**src/rtl/mat_fxp_pkg.sv**
```systemverilog
// ============================================================================
//  mat_fxp_pkg : shared Q11.21 constants and dot-pair issuer state encoding
//  Revision    : 1.0
// ============================================================================
`default_nettype none

package mat_fxp_pkg;

    localparam int W     = 32;
    localparam int FRAC  = 21;
    localparam int TERMS = 2;

    localparam logic [W-1:0] FXP_MAX = 32'h7FFF_FFFF;
    localparam logic [W-1:0] FXP_MIN = 32'h8000_0000;

    localparam logic [1:0] S_IDLE  = 2'd0;
    localparam logic [1:0] S_ISSUE = 2'd1;
    localparam logic [1:0] S_GAP   = 2'd2;
    localparam logic [1:0] S_DRAIN = 2'd3;

endpackage

`default_nettype wire

```
**src/rtl/fxp_mul_sat.sv**
```systemverilog
// ============================================================================
//  fxp_mul_sat : combinational Q11.21 x Q11.21 multiply, floor-rounded, saturating
//  Revision    : 1.0
// ============================================================================
`default_nettype none

module fxp_mul_sat
    import mat_fxp_pkg::*;
(
    input  logic [W-1:0] a_i,
    input  logic [W-1:0] b_i,
    output logic [W-1:0] prod_o,
    output logic         ovf_o
);

    logic signed [2*W-1:0]    w_full;
    logic [W-FRAC:0]          w_guard;
    logic [FRAC-1:0]          w_unused_frac;
    logic                     w_fits;

    assign w_full        = $signed(a_i) * $signed(b_i);
    // The kept field is representable only if every bit above it copies its MSB.
    assign w_guard       = w_full[2*W-1:W+FRAC-1];
    assign w_unused_frac = w_full[FRAC-1:0];
    assign w_fits        = (&w_guard) | ~(|w_guard);

    always_comb begin
        prod_o = w_full[W+FRAC-1:FRAC];
        ovf_o  = 1'b0;
        if (!w_fits) begin
            ovf_o  = 1'b1;
            prod_o = w_full[2*W-1] ? FXP_MIN : FXP_MAX;
        end
    end

endmodule

`default_nettype wire

```
**src/rtl/dot_pair_issuer.sv**
```systemverilog
// ============================================================================
//  dot_pair_issuer : streams a[i]*b[i] products to the accumulator in groups
//                    and stores each finished group sum in the result RAM
//  Revision        : 1.0
// ============================================================================
`default_nettype none

module dot_pair_issuer
    import mat_fxp_pkg::*;
#(
    parameter int AW = 10,
    parameter int RW = 9
) (
    input  logic          clk,
    input  logic          rst,
    input  logic          start,
    input  logic [15:0]   n_groups,
    output logic          busy,
    output logic          done,
    output logic          op_rd,
    output logic [AW-1:0] a_addr,
    output logic [AW-1:0] b_addr,
    input  logic [W-1:0]  a_q,
    input  logic [W-1:0]  b_q,
    output logic [W-1:0]  prod_data,
    output logic          prod_ena,
    input  logic          acc_flag,
    input  logic [W-1:0]  acc_in,
    output logic          res_we,
    output logic [RW-1:0] res_addr,
    output logic [W-1:0]  res_data,
    output logic          err_ovf
);

    localparam int             TCW       = (TERMS > 1) ? $clog2(TERMS) : 1;
    localparam logic [TCW-1:0] LAST_TERM = TCW'(TERMS - 1);

    logic [1:0]    state_q, state_d;
    logic [15:0]   ngrp_q, ngrp_d;
    logic [15:0]   grp_q, grp_d;
    logic [15:0]   res_cnt_q, res_cnt_d;
    logic [AW-1:0] addr_q, addr_d;
    logic [TCW-1:0] term_q, term_d;
    logic          rd_d1_q;
    logic          done_q, done_d;
    logic          err_q, err_d;
    logic [W-1:0]  prod_q;
    logic          prod_ena_q;
    logic          res_we_q;
    logic [RW-1:0] res_addr_q;
    logic [W-1:0]  res_data_q;

    logic          w_busy, w_accept, w_wr, w_ovf;
    logic [W-1:0]  w_prod;

    fxp_mul_sat u_mul (
        .a_i    (a_q),
        .b_i    (b_q),
        .prod_o (w_prod),
        .ovf_o  (w_ovf)
    );

    // The done cycle still counts as busy, so a start landing on it is dropped.
    assign w_busy   = (state_q != S_IDLE) || done_q;
    assign w_accept = start && (state_q == S_IDLE) && !done_q;
    assign w_wr     = acc_flag && w_busy && (res_cnt_q < ngrp_q);

    always_comb begin
        state_d   = state_q;
        ngrp_d    = ngrp_q;
        grp_d     = grp_q;
        addr_d    = addr_q;
        term_d    = term_q;
        res_cnt_d = res_cnt_q + {15'd0, w_wr};
        done_d    = 1'b0;
        err_d     = err_q | (rd_d1_q & w_ovf);
        case (state_q)
            S_IDLE: begin
                if (w_accept) begin
                    ngrp_d    = n_groups;
                    grp_d     = '0;
                    addr_d    = '0;
                    term_d    = '0;
                    res_cnt_d = '0;
                    err_d     = 1'b0;
                    if (n_groups == '0) begin
                        done_d = 1'b1;
                    end else begin
                        state_d = S_ISSUE;
                    end
                end
            end
            S_ISSUE: begin
                addr_d = addr_q + 1'b1;
                if (term_q == LAST_TERM) begin
                    term_d  = '0;
                    grp_d   = grp_q + 16'd1;
                    state_d = S_GAP;
                end else begin
                    term_d = term_q + 1'b1;
                end
            end
            S_GAP: begin
                state_d = (grp_q != ngrp_q) ? S_ISSUE : S_DRAIN;
            end
            S_DRAIN: begin
                if (res_cnt_d == ngrp_q) begin
                    done_d  = 1'b1;
                    state_d = S_IDLE;
                end
            end
            default: state_d = S_IDLE;
        endcase
    end

    always_ff @(posedge clk) begin
        if (rst) begin
            state_q    <= S_IDLE;
            ngrp_q     <= '0;
            grp_q      <= '0;
            res_cnt_q  <= '0;
            addr_q     <= '0;
            term_q     <= '0;
            rd_d1_q    <= 1'b0;
            done_q     <= 1'b0;
            err_q      <= 1'b0;
            prod_q     <= '0;
            prod_ena_q <= 1'b0;
            res_we_q   <= 1'b0;
            res_addr_q <= '0;
            res_data_q <= '0;
        end else begin
            state_q    <= state_d;
            ngrp_q     <= ngrp_d;
            grp_q      <= grp_d;
            res_cnt_q  <= res_cnt_d;
            addr_q     <= addr_d;
            term_q     <= term_d;
            rd_d1_q    <= (state_q == S_ISSUE);
            done_q     <= done_d;
            err_q      <= err_d;
            prod_ena_q <= rd_d1_q;
            if (rd_d1_q) begin
                prod_q <= w_prod;
            end
            res_we_q   <= w_wr;
            if (w_wr) begin
                res_addr_q <= res_cnt_q[RW-1:0];
                res_data_q <= acc_in;
            end
        end
    end

    assign busy      = w_busy;
    assign done      = done_q;
    assign op_rd     = (state_q == S_ISSUE);
    assign a_addr    = addr_q;
    assign b_addr    = addr_q;
    assign prod_data = prod_q;
    assign prod_ena  = prod_ena_q;
    assign res_we    = res_we_q;
    assign res_addr  = res_addr_q;
    assign res_data  = res_data_q;
    assign err_ovf   = err_q;

endmodule

`default_nettype wire

```
**config.mk**
```make
export PLATFORM = sky130hd
export DESIGN_NAME = dot_pair_issuer
export DESIGN_NICKNAME = d
export VERILOG_FILES = /design/src/rtl/mat_fxp_pkg.sv /design/src/rtl/fxp_mul_sat.sv /design/src/rtl/dot_pair_issuer.sv
export SDC_FILE = /design/constraint.sdc
export NUM_CORES = 2
export LEC_CHECK = 0
export ABC_AREA = 1
export CORE_MARGIN = 2
export CORE_UTILIZATION = 30
export DETAILED_ROUTE_END_ITERATION = 10
export PLACE_DENSITY = 0.55
export SLEW_MARGIN = 15
export SYNTH_ARGS = -nofsm -noshare
export SYNTH_HDL_FRONTEND = slang
export SYNTH_SLANG_ARGS = --single-unit
```
**constraint.sdc**
```tcl
create_clock -name clk -period 29.5 [get_ports clk]
set_input_delay 5.9 -clock clk [delete_from_list [all_inputs] [get_ports clk]]
set_output_delay 5.9 -clock clk [all_outputs]
set_load 0.02 [all_outputs]
```
## Word-level counts from Yosys, hierarchy flattened

Cells that the tools add are included.

- Bitwise gates (word level): 4
- Order comparisons: 1
- $add $sub $neg: 4
- Mux-type cells: 25
- $mul: 1
- Equality and inequality tests: 9
- Reductions and logical operators: 16

Operator list:

| cell | number |
|---|---|
| multiplier 32 x 32 -> 64 bit | 1 |
| two-way mux 16 bit | 4 |
| two-way mux 32 bit | 2 |
| one-hot mux 16 bit (2 select lines) | 1 |
| one-hot mux 10 bit (2 select lines) | 1 |
| adder 16 x 1 -> 16 bit | 1 |
| adder 16 x 1 -> 16 bit (second input constant) | 1 |
| equality test 16 bit | 1 |
| zero test 16 bit | 1 |
| less-than comparator 16 bit | 1 |
| inequality test 16 bit | 1 |
| AND reduction 12 bit | 1 |
| OR reduction 12 bit | 1 |
| adder 10 x 1 -> 10 bit (second input constant) | 1 |
| two-way mux 10 bit | 1 |
| two-way mux 2 bit | 5 |
| two-way mux 1 bit | 8 |
| one-hot mux 2 bit (4 select lines) | 1 |
| inequality test 2 bit (second input constant) | 3 |
| equality test 2 bit (second input constant) | 2 |
| logical AND 1 bit | 4 |
| one-hot mux 1 bit (2 select lines) | 2 |
| AND reduction 2 bit | 2 |
| AND reduction 4 bit | 1 |
| 11 further kinds | 13 |

- Input bits: 116
- Bits in registers: 139
- Logic and storage cells: 74
- Output and inout port bits: 99

## Longest topological paths before layout

- Depth after elaboration: 9
- Mapped depth: 40
- Depth with buffers taken out: 38

## Cells and area by module

A second synthesis with hierarchy kept.

- Cell total of the unflattened synthesis: 5856
- Area total of the unflattened synthesis: 45014.4 um^2

Modules (own cells, without submodules):

| module | instances | cells each | sequential area each (um^2) | area each (um^2) |
|---|---|---|---|---|
| fxp_mul_sat | 1 | 4906 | 0.0 | 38304.2 |
| dot_pair_issuer | 1 | 950 | 2782.7 | 6710.2 |

## Worst setup path after synthesis

Ideal clock, no wire load.

- Path type: input port to flip-flop
- Start point: input port a_q[31]
- End point: register prod_q[10] (netlist: prod_data[10])
- Arrival: 13.363 ns
- Stages: 33
- Slack: 16.015 ns
- Setup time: 0.122 ns
- Path buffers: 2
- Required time: 29.378 ns
- Path through: clkbuf_1 > nand2_1 > inv_1 > fa_1 > fa_1 > fa_1 > inv_1 > fa_1 > inv_1 > fa_1 > fa_1 > inv_1 > fa_1 > fa_1 > inv_1 > ha_1 > nand2_1 > nor2_1 > inv_1 > nor2_2 > inv_1 > nor2_2 > and3_1 > nand2_1 > nand2_1 > nand2_1 > nand2_1 > nand2_1 > nor2_1 > nand3_2 > a21oi_4 > buf_6 > a21oi_2

- Longest elaborated chain between the ends: 5
- Elaborated cells between the ends (all ways): 7
- Those cells by class: mul: 1; mux: 2; bitwise: 2; reduce/logical: 2

RTL lines:

| item | line | source |
|---|---|---|
| start, declared | dot_pair_issuer.sv:23 | `input logic [W-1:0] a_q,` |
| multiplier 32 x 32 -> 64 bit (*) | fxp_mul_sat.sv:21 | `assign w_full = $signed(a_i) * $signed(b_i);` |
| OR reduction 12 bit | fxp_mul_sat.sv:25 | `assign w_fits = (&w_guard) \| ~(\|w_guard);` |
| NOT 1 bit | fxp_mul_sat.sv:25 |  |
| bitwise OR 1 bit | fxp_mul_sat.sv:25 |  |
| two-way mux 32 bit (*) | fxp_mul_sat.sv:30 | `if (!w_fits) begin` |
| end signal, assigned | dot_pair_issuer.sv:144 | `prod_q <= w_prod;` |
| end, declared | dot_pair_issuer.sv:47 | `logic [W-1:0] prod_q;` |

Mark *: on every way between the ends. The rest lies on a longest branch, timed or not.
A chain may end at the register's enable or synchronous reset.

## Worst setup path in the final report

- Start point: input port b_q[2]
- End point: register prod_q[0] (netlist: prod_data[0])

- Longest elaborated chain between the ends: 5
- Elaborated cells between the ends (all ways): 7
- Those cells by class: mul: 1; mux: 2; bitwise: 2; reduce/logical: 2

RTL lines:

| item | line | source |
|---|---|---|
| start, declared | dot_pair_issuer.sv:24 | `input logic [W-1:0] b_q,` |
| multiplier 32 x 32 -> 64 bit (*) | fxp_mul_sat.sv:21 |  |
| OR reduction 12 bit | fxp_mul_sat.sv:25 |  |
| NOT 1 bit | fxp_mul_sat.sv:25 |  |
| bitwise OR 1 bit | fxp_mul_sat.sv:25 |  |
| two-way mux 32 bit (*) | fxp_mul_sat.sv:30 |  |

Marks and branches as above.

==> flow_metrics.py <==
metrics = {
    "outcome": {
        "outcome": "finished clean",
    },
    "logic_synthesis": {
        "synth_top_family_by_area": "adder cells",
        "synth_common_cells": "inv_1 (1636), nand2_1 (1557), fa_1 (1081)",
        "synthSimpleGateAreaFrac_pct": 17.2,
        "synth-xor-area-share_pct": 1.43,
        "synth_warnings": 0,
        "yosys.area.top_type_share_pct": 49.0,
        "synth_edf_count": 0,
        "avgSynthCellArea_um2": 7.87,
        "synth_fa_ha_area_share_pct": 54.8,
        "synth_cells": 5615,
        "syn_nets": 7015,
        "synth-seq-cells": 139,
        "synth_area_leader_cell": "fa_1",
        "synthTopCellsByArea": "fa_1 (49%), inv_1 (14%), nand2_1 (13%)",
        "netlist_area_mm2": 0.0442,
        "synth.distinct_cells": 49,
        "synth_compound_area_share_pct": 4.22,
        "ys_seq_area_share_pct": 6.30,
        "synthMuxAreaShare_pct": 0,
        "yosysMostFrequentCell": "inv_1",
        "ys_async_sr_fraction_pct": 0,
        "synth_ff_type": "dfxtp_1",
    },
    "floorplan": {
        "die_h_um": 388,
        "rows": 140,
        "initial_utilization_pct": 30.3,
        "io_pins": 215,
        "die_x_um": 388,
        "dieArea_mm2": 0.150,
        "core_mm2": 0.146,
    },
    "global_routing": {
        "grt_use_total_pct": 18.1,
        "grt.overflow.total": 0,
        "grt_pass1_vias": 38000,
        "grt_max_degree": 55,
        "antenna_found_initial": 0,
        "grt_pass1_wl_mm": 215,
    },
    "layout": {
        "area_growth_pct": 10.6,
        "antenna-diode-count": 0,
        "nNetsFinal": 7084,
        "layout-drive-gt1-share_pct": 3.18,
    },
    "timing": {
        "worst_slew_pin_slew_ns": 0.950,
        "setup_viol": 0,
        "final.min_clock_period_ns": 15.09,
        "setup_tns_ns": 0,
        "max_slew_margin_pct": 36.1,
        "rsz0062_at_grt": "no",
        "fmax_mhz": 66.3,
        "hold_violations": 0,
        "skew_ns": 0.00997,
        "finalCritPeriodShare_pct": 51.1,
        "finalMaxSlewViolations": 0,
    },
    "clocking": {
        "clk_path_buf_depth": 2,
        "path_clk_slew_ns": 0.06,
        "cts_htree_levels": 4,
        "clock_latency_ns": 0.43,
        "clock_sinks": 139,
        "cts_setup_buffers": 0,
        "cts_hold_buf": 0,
        "cts-resized-gates": 0,
        "cts_buffers": 17,
        "cts-root-buf": "clkbuf_16",
        "cts_tree": "yes",
    },
    "place": {
        "gp_congestion": 0.900,
        "dp_hpwl_mm": 109,
        "port-buffer-count": 214,
    },
    "route": {
        "drc": 0,
        "wl_mm": 132,
        "final_antenna_net_count": 0,
        "wire_per_inst_um": 17.3,
        "drtPass1Iterations": 5,
        "drtIter0Drc": 1881,
        "viasPerCell": 4.53,
        "vias": 34500,
    },
    "worst_setup_path": {
        "reg2reg_to": "done$_SDFF_PP0_",
        "critical_path_arrival_ns": 15.38,
        "cp_max_fo": 32,
        "rr_startpoint": "ngrp_q[1]$_SDFFE_PP0P_",
        "cp-endpoint": "prod_data[0]$_SDFFE_PP0P_",
        "cp.depth": 33,
        "criticalPathCategory": "in -> reg",
        "worst_path_most_repeated_cell": "fa_1",
        "cp.required_ns": 29.79,
        "cp-startpoint": "b_q[2]",
        "worst_setup_path_start_kind": "input port",
        "ff2ff_path_depth": 26,
        "end_kind": "flip-flop",
        "cp_top_family": "adder cells",
        "cpPeakStageDelay_ns": 1.07,
        "slowest_stage": "fa_1",
        "critPathBufInv": 9,
        "regToRegSetupSlack_ns": 24.28,
    },
    "flow_run": {
        "drv_cap": 0,
    },
    "hold_path": {
        "hold_path.class": "reg -> reg",
    },
}
==> worst min path at each step <==
| stage | from | end | depth (start not counted) |
|---|---|---|---|
| finish | err_ovf$_SDFF_PP0_ | err_ovf$_SDFF_PP0_ | 2 |
| detailed placement | err_ovf$_SDFF_PP0_ | err_ovf$_SDFF_PP0_ | 2 |
| floorplan | grp_q[15]$_SDFFE_PP0P_ | grp_q[15]$_SDFFE_PP0P_ | 2 |
| global route | res_data[1]$_SDFFE_PP0P_ | res_data[1]$_SDFFE_PP0P_ | 2 |
| global placement | err_ovf$_SDFF_PP0_ | err_ovf$_SDFF_PP0_ | 2 |
| CTS | err_ovf$_SDFF_PP0_ | err_ovf$_SDFF_PP0_ | 2 |
==> cell usage in the layout, fill, tap and decap left out, drive strengths merged, types with 4 or more instances in the layout <==
master and instances:
inv 1639, nand2 1568, fa 1081, clkdlybuf4s50 213, a21oi 204, ha 203
nor2 181, dfxtp 139, o21ai 102, nand3 77, buf 73, xor2 46
xnor2 26, nand4 20, clkbuf 20, nor3 19, nor4 14, or2 13
clkinv 8, o21bai 7, and3 6, o21a 6, and2 4
==> layout make-up <==
cell class	instances	area (um2)
flip-flops and latches	139	2780
well taps	1917	2400
inverters	1640	6160
clock inverters	11	121
repair buffers	286	2680
fillers	15400	97100
multi-input cells	3600	34300
clock buffers	20	447
==> kinds of logic after synthesis <==
logic type | Yosys count
and+or+nand+nor | 1911
DFF | 139
buffers and inverters | 1876
adders and majority gates | 1284
AOI/OAI and AO/OA | 333
xor gates and xnor gates | 72
==> sequential cells by signal, indices dropped and copies added, names as in the netlist <==
signal / count
res_we: 1
res_data: 32
done: 1
err_ovf: 1
ngrp_q: 16
grp_q: 16
state_q: 2
a_addr: 10
rd_d1_q: 1
term_q: 1
prod_data: 32
res_addr: 9
res_cnt_q: 16
prod_ena: 1
==> worst register-to-register path: stages, from the launching register on <==
cell and delay, ns:
dfxtp_1 0.39, inv_1 0.13, ha_1 0.30, o21ai_0 0.08
nand2_1 0.08, a21o_1 0.16, a21oi_1 0.22, o221ai_1 0.18
nand3_1 0.14, nand3_1 0.09, buf_4 0.29, clkinv_1 0.11
buf_4 0.41, ha_1 0.30, ha_1 0.20, nand3_1 0.12
inv_1 0.10, nand2_1 0.07, nor2_1 0.29, nand3_1 0.19
nor2_1 0.16, xnor2_1 0.19, xor2_1 0.17, nand2_1 0.07
nor2_1 0.20, nand4_1 0.19, a211oi_1 0.30
==> metrics by stage <==
stage	hold WS, ns	setup WS [ns]	area (um2)	util [%]	std cells
2_1_floorplan	0.451	16.01	44200	-	5615
3_3_place_gp	0.443	14.04	48300	33.1	7582
3_5_place_dp	0.445	14.01	48300	33.1	7582
4_1_cts	0.454	14.41	48800	33.5	7613
5_1_grt	0.476	13.82	48800	33.5	7613
6_report	0.453	14.41	48800	33.5	7613
==> per-layer routing <==
layer / GRT usage (%) / wire [um] / up-vias / share of wire (%)
met5: 0 / 0 / - / 0
met4: 4.44 / 3230 / 0 / 2.5
met3: 1.20 / 4320 / 161 / 3.3
met2: 33.1 / 68300 / 669 / 52
met1: 23.0 / 55900 / 17800 / 42
li1: - / - / 15900 / -
Power is not shown: default switching activity piles up to over one toggle a cycle in this logic, so the estimate is an artifact.
